===== src/rtl/vga_timing_gen.sv =====
// XGA 1024x768@60 pixel-timing source: free-running H/V counters with registered
// sync/blank decodes and a one-cycle frame_start tick at pixel (0,0).
module vga_timing_gen #(
  parameter int   H_ACTIVE  = 1024,
  parameter int   H_FP      = 24,
  parameter int   H_SYNC    = 136,
  parameter int   H_BP      = 160,
  parameter int   V_ACTIVE  = 768,
  parameter int   V_FP      = 3,
  parameter int   V_SYNC    = 6,
  parameter int   V_BP      = 29,
  parameter logic HSYNC_POL = 1'b0,
  parameter logic VSYNC_POL = 1'b0
) (
  input  logic        pclk,
  input  logic        rst,
  output logic [10:0] hcount_out,
  output logic [10:0] vcount_out,
  output logic        hsync_out,
  output logic        hblnk_out,
  output logic        vsync_out,
  output logic        vblnk_out,
  output logic        frame_start
);

  localparam int H_TOTAL = H_ACTIVE + H_FP + H_SYNC + H_BP;
  localparam int V_TOTAL = V_ACTIVE + V_FP + V_SYNC + V_BP;

  localparam logic [10:0] H_LAST       = 11'(H_TOTAL - 1);
  localparam logic [10:0] V_LAST       = 11'(V_TOTAL - 1);
  localparam logic [10:0] H_BLANK      = 11'(H_ACTIVE);
  localparam logic [10:0] V_BLANK      = 11'(V_ACTIVE);
  localparam logic [10:0] H_SYNC_START = 11'(H_ACTIVE + H_FP);
  localparam logic [10:0] H_SYNC_END   = 11'(H_ACTIVE + H_FP + H_SYNC);
  localparam logic [10:0] V_SYNC_START = 11'(V_ACTIVE + V_FP);
  localparam logic [10:0] V_SYNC_END   = 11'(V_ACTIVE + V_FP + V_SYNC);

  logic [10:0] hcount_reg, hcount_next;
  logic [10:0] vcount_reg, vcount_next;
  logic        hsync_reg, hblnk_reg, vsync_reg, vblnk_reg, frame_start_reg;

  always_comb begin
    hcount_next = (hcount_reg == H_LAST) ? 11'd0 : hcount_reg + 11'd1;
    vcount_next = vcount_reg;
    if (hcount_reg == H_LAST) begin
      vcount_next = (vcount_reg == V_LAST) ? 11'd0 : vcount_reg + 11'd1;
    end
  end

  // Decodes look at the next count so every output describes the same pixel.
  always_ff @(posedge pclk) begin
    if (rst) begin
      hcount_reg      <= 11'd0;
      vcount_reg      <= 11'd0;
      hblnk_reg       <= 1'b0;
      vblnk_reg       <= 1'b0;
      hsync_reg       <= ~HSYNC_POL;
      vsync_reg       <= ~VSYNC_POL;
      frame_start_reg <= 1'b0;
    end else begin
      hcount_reg      <= hcount_next;
      vcount_reg      <= vcount_next;
      hblnk_reg       <= (hcount_next >= H_BLANK);
      vblnk_reg       <= (vcount_next >= V_BLANK);
      hsync_reg       <= ((hcount_next >= H_SYNC_START) && (hcount_next < H_SYNC_END))
                         ? HSYNC_POL : ~HSYNC_POL;
      vsync_reg       <= ((vcount_next >= V_SYNC_START) && (vcount_next < V_SYNC_END))
                         ? VSYNC_POL : ~VSYNC_POL;
      // Reset holds (0,0) but the next count from there is (1,0), so no pulse leaks out.
      frame_start_reg <= (hcount_next == 11'd0) && (vcount_next == 11'd0);
    end
  end

  assign hcount_out  = hcount_reg;
  assign vcount_out  = vcount_reg;
  assign hsync_out   = hsync_reg;
  assign hblnk_out   = hblnk_reg;
  assign vsync_out   = vsync_reg;
  assign vblnk_out   = vblnk_reg;
  assign frame_start = frame_start_reg;

endmodule

===== config.mk =====
export PLATFORM = sky130hd
export DESIGN_NAME = vga_timing_gen
export DESIGN_NICKNAME = d
export VERILOG_FILES = /design/src/rtl/vga_timing_gen.sv
export SDC_FILE = /design/constraint.sdc
export NUM_CORES = 1
export LEC_CHECK = 0
export ABC_CLOCK_PERIOD_IN_PS = 1980
export CAP_MARGIN = 20
export CORE_MARGIN = 2
export CORE_UTILIZATION = 48
export CTS_BUF_LIST = sky130_fd_sc_hd__clkbuf_8
export CTS_CLUSTER_SIZE = 14
export DETAILED_ROUTE_END_ITERATION = 7
export PLACE_DENSITY = 0.77
export SLEW_MARGIN = 20
export SYNTH_ARGS = -nofsm -noshare
export SYNTH_HDL_FRONTEND = slang
export SYNTH_SLANG_ARGS = --single-unit

===== constraint.sdc =====
create_clock -name pclk -period 1.98 [get_ports pclk]
set_input_delay 0.198 -clock pclk [delete_from_list [all_inputs] [get_ports pclk]]
set_output_delay 0.198 -clock pclk [all_outputs]
set_load 0.02 [all_outputs]

==> results by group, run 1 <==
Logic synthesis
  – Synth warn: 0
  – Count of cell types in the netlist: 49
  – FFs w/ async S/R, synth: 0
  – Mapped Nets: just under 200
  – Sequential share of the synthesized area: 0.338
  – Post-synthesis mux area share: 0.00649
  – Yosys reg bits: 26
  – EDFF count, synth: 0
  – Post-Synth Simple-Gate Area: 0.344
  – Synth Area in Compound Gates: 0.136
  – Xor and xnor area share after synthesis: 0.0909
  – Area leader, netlist: dfxtp_1
  – Post-synthesis share of cell area spent on full adders, half adders and majority gates: 0.0244
  – Post-Syn Area: between 1500 and 2000 um^2
  – Post-synthesis cell count: 190
  – Top cells by area, synth: dfxtp_1 34%, nor2_1 6.8%, xnor2_1 5.7%
  – Syn Area/Cell: 8.11 um^2
  – Yosys top cell area share: 0.338
  – Largest family of logic cells by synthesized area: simple AND/OR/NAND/NOR gates
  – Prevailing post-synth register cell: dfxtp_1

Global routing
  – Gr ovfl total: 0
  – Vias in the first global route: 1487
  – Largest net degree at the start of global routing: 16
  – Antenna violations before repair: 0
  – First-pass GRT wire length: ~6700 um
  – Aggregate global-route resource usage: 0.242

Layout
  – Layout cell share with drive strength beyond 1: 0.327
  – Final nets: around 250
  – Utilization after layout: 0.739
  – Syn-to-layout area delta: 46.4%
  – Non-filler cells, final: about 290
  – ANT cells: 0

STA
  – Setup TNS: -116 ps
  – Setup Skew: ~4.5 ps
  – Clock period minus worst slack: about 2100 ps
  – Max Slew Vio Count: 0
  – Worst setup margin: -116 ps
  – Hold Slack: approximately 460 ps
  – RSZ-0062 raised after global routing: true
  – Final period utilization: 1.06
  – Max-slew headroom: 0.691
  – Final hold violation count: 0
  – Setup violators final: 1
  – Least-Margin Pin Slew: 462 ps
  – Achievable Freq: 477 MHz

Floorplanning
  – I/O Pins: 29
  – FP Rows: 20
  – Die Wd: a little over 60 um
  – Die Footprint: 3680 um^2
  – Initial Utilization: 0.505
  – Core area: 3050 um^2
  – Die H: 60.7 um

Drt
  – Drt total wl: approximately 4400 um
  – Post-route DRC: 0
  – Routed wire per std cell: around 15 um
  – Routed length on met2: roughly 2100 um
  – Drt pass-1 iters: 4
  – Uppermost layer routed: met4
  – DRT met1 WL: around 1800 um
  – Iter 0 DRT Violations: ~110
  – Final antenna-violating net count: 0
  – Metal3 WL: between 300 and 400 um
  – Vias per cell: between 5 and 6
  – Vias: about 1700

Power and ir drop
  – Peak VDD IR: around 370 uV
  – Overall power: 1.04 mW
  – Leakage: 0.871 nW
  – PwrDens: ~460 nW/um^2

Critical path
  – Maximum fanout along the worst path: 4
  – Critical path arrival: 2290 ps
  – Reg2Reg Depth: 7
  – CP Data Required Time: 2180 ps
  – R2R setup slack: -120 ps
  – Startpoint types: flop
  – WS Path Type: reg2reg
  – CP Capture Type: flop
  – FF-to-FF End: frame_start$_SDFF_PP0_
  – Worst r2r src: hcount_out[7]$_SDFF_PP0_

Clock tree
  – Clock tree buffer depth: 2
  – Total clock buffers created by CTS: 3
  – Worst-Skew Late Latency: around 280 ps
  – Total clock sinks: 26
  – H-tree depth: 1
  – Clk pin slew, worst setup/hold paths: 100 ps
  – CTS tree: built
  – Root Buffer: clkbuf_8

Run status
  – Status: finished with violations
  – Failing checks: negative setup slack

Placed design
  – Post-DP HPWL: about 2800 um
  – Placed Cells incl. Taps: 274
  – Routability Congestion: around 0.88
  – IO Port Bufs: 28

Min path
  – Worst Hold Endpoint: hcount_out[0]$_SDFF_PP0_
  – Class of the worst hold path: reg2reg
  – Hold Path Stages: 1
  – HP Start: hcount_out[0]$_SDFF_PP0_

Job
  – Max cap viols: 0
## final cells by class
type | instances | area, um^2
multi-input combinational | 146 | 1000
fill | 244 | 796
timing repair buffer | 67 | 573
sequential | 26 | 548
tap | 44 | 55.1
clock buffer | 3 | 41.3
clock inverter | 1 | 30.0
inverter | 2 | 7.51
## through the flow
stage               area, um^2  worst slack, ps
detailed placement        2070            -19.5
global placement          2070             20.6
finish                    2260             -116
global route              2260             -138
floorplan                 1640            -5.70
CTS                       2200            -11.4
## layer usage
| layer | vias to the layer above | global-route usage |
|---|---|---|
| met3 | 13 | 0.0362 |
| met1 | 790 | 0.346 |
| met2 | 91 | 0.373 |
| met5 | - | 0 |
| li1 | 783 | - |
| met4 | 0 | 0.0870 |
## worst max-delay path: stages, from the launching register on
cell and delay (ps):
dfxtp_4 370, nor4b_4 290, buf_4 180, o211ai_2 80
a2bb2oi_2 180, nand3b_1 160, or4_4 550, nor4b_2 210
## report_power, final
group / switching, mW / total (mW) / internal [mW]
Combinational: 0.0316 / 0.0604 / 0.0288
Sequential: 0.00734 / 0.533 / 0.525
Clock: 0.181 / 0.452 / 0.271
Total: 0.220 / 1.04 / 0.825
## Yosys cell counts (4+ instances only)
cell / instances
a21oi_1: 5
and3_1: 4
buf_2: 5
clkbuf_1: 8
dfxtp_1: 26
nand2_1: 15
nand3_1: 12
nand4_1: 5
nor2_1: 28
nor3_1: 10
o21ai_0: 5
xnor2_1: 10
xor2_1: 6
## cells in the final DEF (no fill, tap or decap), drive strengths merged, types with 2 or more instances in the layout
cell,count
nand4,6
nor4b,2
dfxtp,26
nor2b,3
ha,3
nor3,10
xnor2,10
o21ai,5
o2111ai,2
a21oi,5
nor4,2
and4,2
or2,2
and3,4
clkdlybuf4s50,28
nand3,12
inv,2
clkbuf,3
and2,3
o32ai,2
o211ai,3
buf,39
nand2b,3
a211oi,2
nand2,15
xor2,6
nor2,28
## cell families (layout without fill, tap and decap cells)
group | after synthesis | count (layout)
flip-flops | 26 | 26
AND/OR/NAND/NOR | 98 | 98
multiplexers | 1 | 1
AO/OA/AOI/OAI | 28 | 28
XOR/XNOR | 16 | 16
adder cells (fa/ha/maj) | 3 | 3
buffers and inverters | 18 | 73
## worst max path at each step
stage                                  start                      to  depth (start not counted)
finish              hcount_out[7]$_SDFF_PP0_  frame_start$_SDFF_PP0_                          7
global route        hcount_out[7]$_SDFF_PP0_  frame_start$_SDFF_PP0_                          7
global placement    vcount_out[0]$_SDFF_PP0_    vsync_out$_SDFF_PP1_                          7
detailed placement  hcount_out[7]$_SDFF_PP0_  frame_start$_SDFF_PP0_                          6
CTS                 hcount_out[7]$_SDFF_PP0_  frame_start$_SDFF_PP0_                          7
floorplan           hcount_out[6]$_SDFF_PP0_  frame_start$_SDFF_PP0_                          8
## repair_timing
| action | CTS | global route |
|---|---|---|
| pin swaps | 4 | 4 |
| buffers inserted | 7 | 4 |
| setup endpoints to repair | 3 | 3 |
| gates resized for setup | 5 | 7 |
| hold buffers | 0 | 0 |
| endpoints found under the hold margin | 0 | 0 |
(Power assumes the default switching activity.)
==> inputs of run 2 (changes only) <==
--- a/config.mk
+++ b/config.mk
@@ -7,12 +7,14 @@
 export LEC_CHECK = 0
 export ABC_CLOCK_PERIOD_IN_PS = 1980
 export CAP_MARGIN = 20
+export CELL_PAD_IN_SITES_DETAIL_PLACEMENT = 1
+export CELL_PAD_IN_SITES_GLOBAL_PLACEMENT = 1
 export CORE_MARGIN = 2
-export CORE_UTILIZATION = 48
+export CORE_UTILIZATION = 36
 export CTS_BUF_LIST = sky130_fd_sc_hd__clkbuf_8
-export CTS_CLUSTER_SIZE = 14
 export DETAILED_ROUTE_END_ITERATION = 7
-export PLACE_DENSITY = 0.77
+export GPL_ROUTABILITY_DRIVEN = 0
+export PLACE_DENSITY_LB_ADDON = 0.1
 export SLEW_MARGIN = 20
 export SYNTH_ARGS = -nofsm -noshare
 export SYNTH_HDL_FRONTEND = slang
==> run 2 against run 1 <==
The flow still finishes with violations (negative setup slack). Clock power down 19%. Non-clock buffer count up 5. Combinational power increased by 2%. Setup slack lost 32 ps. Critical path depth is the same. Count of clock-buffer cells in the layout is 1 higher. Utilization is 15 points lower. Largest cell class unchanged.
==> results by group, run 2 (synthesized netlist as in run 1, its figures left out) <==
Power and ir drop
  – PwrDens: 402 nW/um^2 (-13%)
  – Leakage: 0.926 nW (+6.3%)
  – Peak VDD IR: 317 uV (-14%)

Critical path
  – CP bufs+invs: 1 (unchanged)
  – CP Capture Type: flop
  – CP max stage delay: 550 ps (about the same)
  – Top cell by count, worst path: nor4b_4
  – Critical path arrival: 2330 ps (+40 ps)
  – CP Data Required Time: 2180 ps (about the same)
  – WS Path Type: reg2reg
  – Critical-path cell list: nor4b_4, buf_4, o211ai_2, a2bb2oi_2, nand3b_1, or4_4, nor4b_4
  – Startpoint types: flop
  – Maximum fanout along the worst path: 5 (+1)
  – R2R setup slack: -150 ps (-30 ps)
  – Critical path's top delay family: simple AND/OR/NAND/NOR gates
  – CP max-delay cell: or4_4

Clock tree
  – Clk pin slew, worst setup/hold paths: 100 ps (about the same)
  – H-tree depth: 1 (unchanged)
  – Total clock buffers created by CTS: 3 (unchanged)
  – Worst-Skew Late Latency: 280 ps (about the same)
  – Clock tree buffer depth: 2 (unchanged)
  – CTS Hold Bufs: 0 (unchanged)
  – CTS tree: built
  – Total clock sinks: 26 (unchanged)
  – Root Buffer: clkbuf_8

STA
  – Final period utilization: 1.07 (+0.0162)
  – Achievable Freq: 470 MHz (-1.5%)
  – Clock period minus worst slack: 2130 ps (+32.1 ps)
  – RSZ-0062 raised after global routing: true
  – Setup Skew: 2.78 ps (-1.76 ps)
  – Max Slew Vio Count: 0 (unchanged)
  – Least-Margin Pin Slew: 488 ps (+25.7 ps)
  – Final hold violation count: 0 (unchanged)
  – Worst setup margin: -148 ps (-32.1 ps)
  – Hold Slack: 476 ps (+10.7 ps)
  – Setup violators final: 2 (+1)
  – Max-slew headroom: 0.674 (-0.0172)
  – Setup TNS: -154 ps (-38.1 ps)

Drt
  – Post-route DRC: 0 (unchanged)
  – Vias per cell: 5.63 (-2.9%)
  – Vias: 1696 (+1.1%)
  – Routed wire per std cell: 18.6 um (+22%)
  – Final antenna-violating net count: 0 (unchanged)
  – Drt total wl: 5600 um (+28%)
  – Iter 0 DRT Violations: 81 (-23%)
  – Drt pass-1 iters: 4 (unchanged)

Job
  – Max cap viols: 0 (unchanged)

Min path
  – Class of the worst hold path: reg2reg

Global routing
  – Antenna violations before repair: 0 (unchanged)
  – Aggregate global-route resource usage: 0.216 (-0.0267)
  – Gr ovfl total: 0 (unchanged)
  – Largest net degree at the start of global routing: 17 (+1)
  – First-pass GRT wire length: 8420 um (+26%)
  – Vias in the first global route: 1699 (+14%)

Floorplanning
  – Die Footprint: 4820 um^2 (+31%)
  – FP Rows: 23 (+15%)
  – Die Wd: 69.4 um (+14%)
  – I/O Pins: 29 (unchanged)
  – Initial Utilization: 0.380 (-0.125)
  – Die H: 69.4 um (+14%)
  – Core area: 4060 um^2 (+33%)

Layout
  – ANT cells: 0 (unchanged)
  – Most common cell after layout, fill and taps aside: buf_4
  – Final nets: 257 (+2.4%)
  – Most frequent cells in the layout: 42 x buf_4, 28 x nor2_1, 28 x clkdlybuf4s50_1
  – Final Instance Area: 2390 um^2 (+5.7%)
  – Layout cell share with drive strength beyond 1: 0.382 (+0.0559)
  – Non-filler cells, final: 301 (+4.2%)
  – Syn-to-layout area delta: 54.8%
  – Filler cells: 497 (+100%)

Placed design
  – Post-DP HPWL: 3770 um (+33%)
  – Placed Cells incl. Taps: 286 (+4.4%)
  – Area of placed instances: 2120 um^2 (+2.5%)
  – IO Port Bufs: 28 (unchanged)
  – Dpl ws: -72.8 ps (-53.3 ps)

Run status
  – Failing checks: negative setup slack
  – Status: finished with violations
run 2: per-stage QoR:
stage	total power, mW	util
finish	0.959	0.588
global route	0.997	0.588
CTS	0.964	0.551
detailed placement	0.605	0.523
global placement	0.602	0.523
floorplan	0.579	-
run 2: layout make-up:
class | instances | area, um^2 | area share
clock buffer | 4 | 55.1 | 0.0231
timing repair buffer | 72 | 618 | 0.259
tap | 50 | 62.6 | 0.0262
multi-input combinational | 147 | 1100 | 0.460
inverter | 2 | 7.51 | 0.00315
sequential | 26 | 546 | 0.229
run 2: routing by layer:
metal	up-vias	track usage	share of wire
li1	795	-	-
met1	841	0.282	0.44
met2	44	0.377	0.49
met3	16	0.0262	0.031
met4	0	0.0501	0.032
met5	-	0	0
run 2: final timing paths:
| check | from | endpoint | cells past startpoint |
|---|---|---|---|
| max reg2reg | hcount_out[9]$_SDFF_PP0_ | frame_start$_SDFF_PP0_ | 7 |
| min | hcount_out[0]$_SDFF_PP0_ | hcount_out[0]$_SDFF_PP0_ | 1 |
| max | hcount_out[9]$_SDFF_PP0_ | frame_start$_SDFF_PP0_ | 7 |
| min reg2reg | hcount_out[0]$_SDFF_PP0_ | hcount_out[0]$_SDFF_PP0_ | 1 |
run 2: where the power goes:
group,switching (mW),internal (mW),leakage [nW]
clock network,0.185,0.178,0.0288
registers,0.00718,0.527,0.218
logic,0.0328,0.0290,0.680
run 2: what timing repair did:
action | CTS | global route
cloned | 1 | 0
gates resized for setup | 5 | 20
buffers inserted | 4 | 6
pin swaps | 5 | 13
endpoints found under the setup margin | 2 | 3
run 2: worst reg2reg max path, stage by stage, from the launching register on:
cell	delay [ps]
dfxtp_2	350
nor4b_4	300
buf_4	200
o211ai_2	90
a2bb2oi_2	200
nand3b_1	140
or4_4	550
nor4b_4	220
==> inputs of run 3 (changes only) <==
--- a/config.mk
+++ b/config.mk
@@ -14,6 +14,7 @@
 export CTS_BUF_LIST = sky130_fd_sc_hd__clkbuf_8
 export DETAILED_ROUTE_END_ITERATION = 7
 export GPL_ROUTABILITY_DRIVEN = 0
+export HOLD_SLACK_MARGIN = 0.1
 export PLACE_DENSITY_LB_ADDON = 0.1
 export SLEW_MARGIN = 20
 export SYNTH_ARGS = -nofsm -noshare
==> results of run 3 <==
No change in the layout: final DEF, timing and power equal those of run 2.
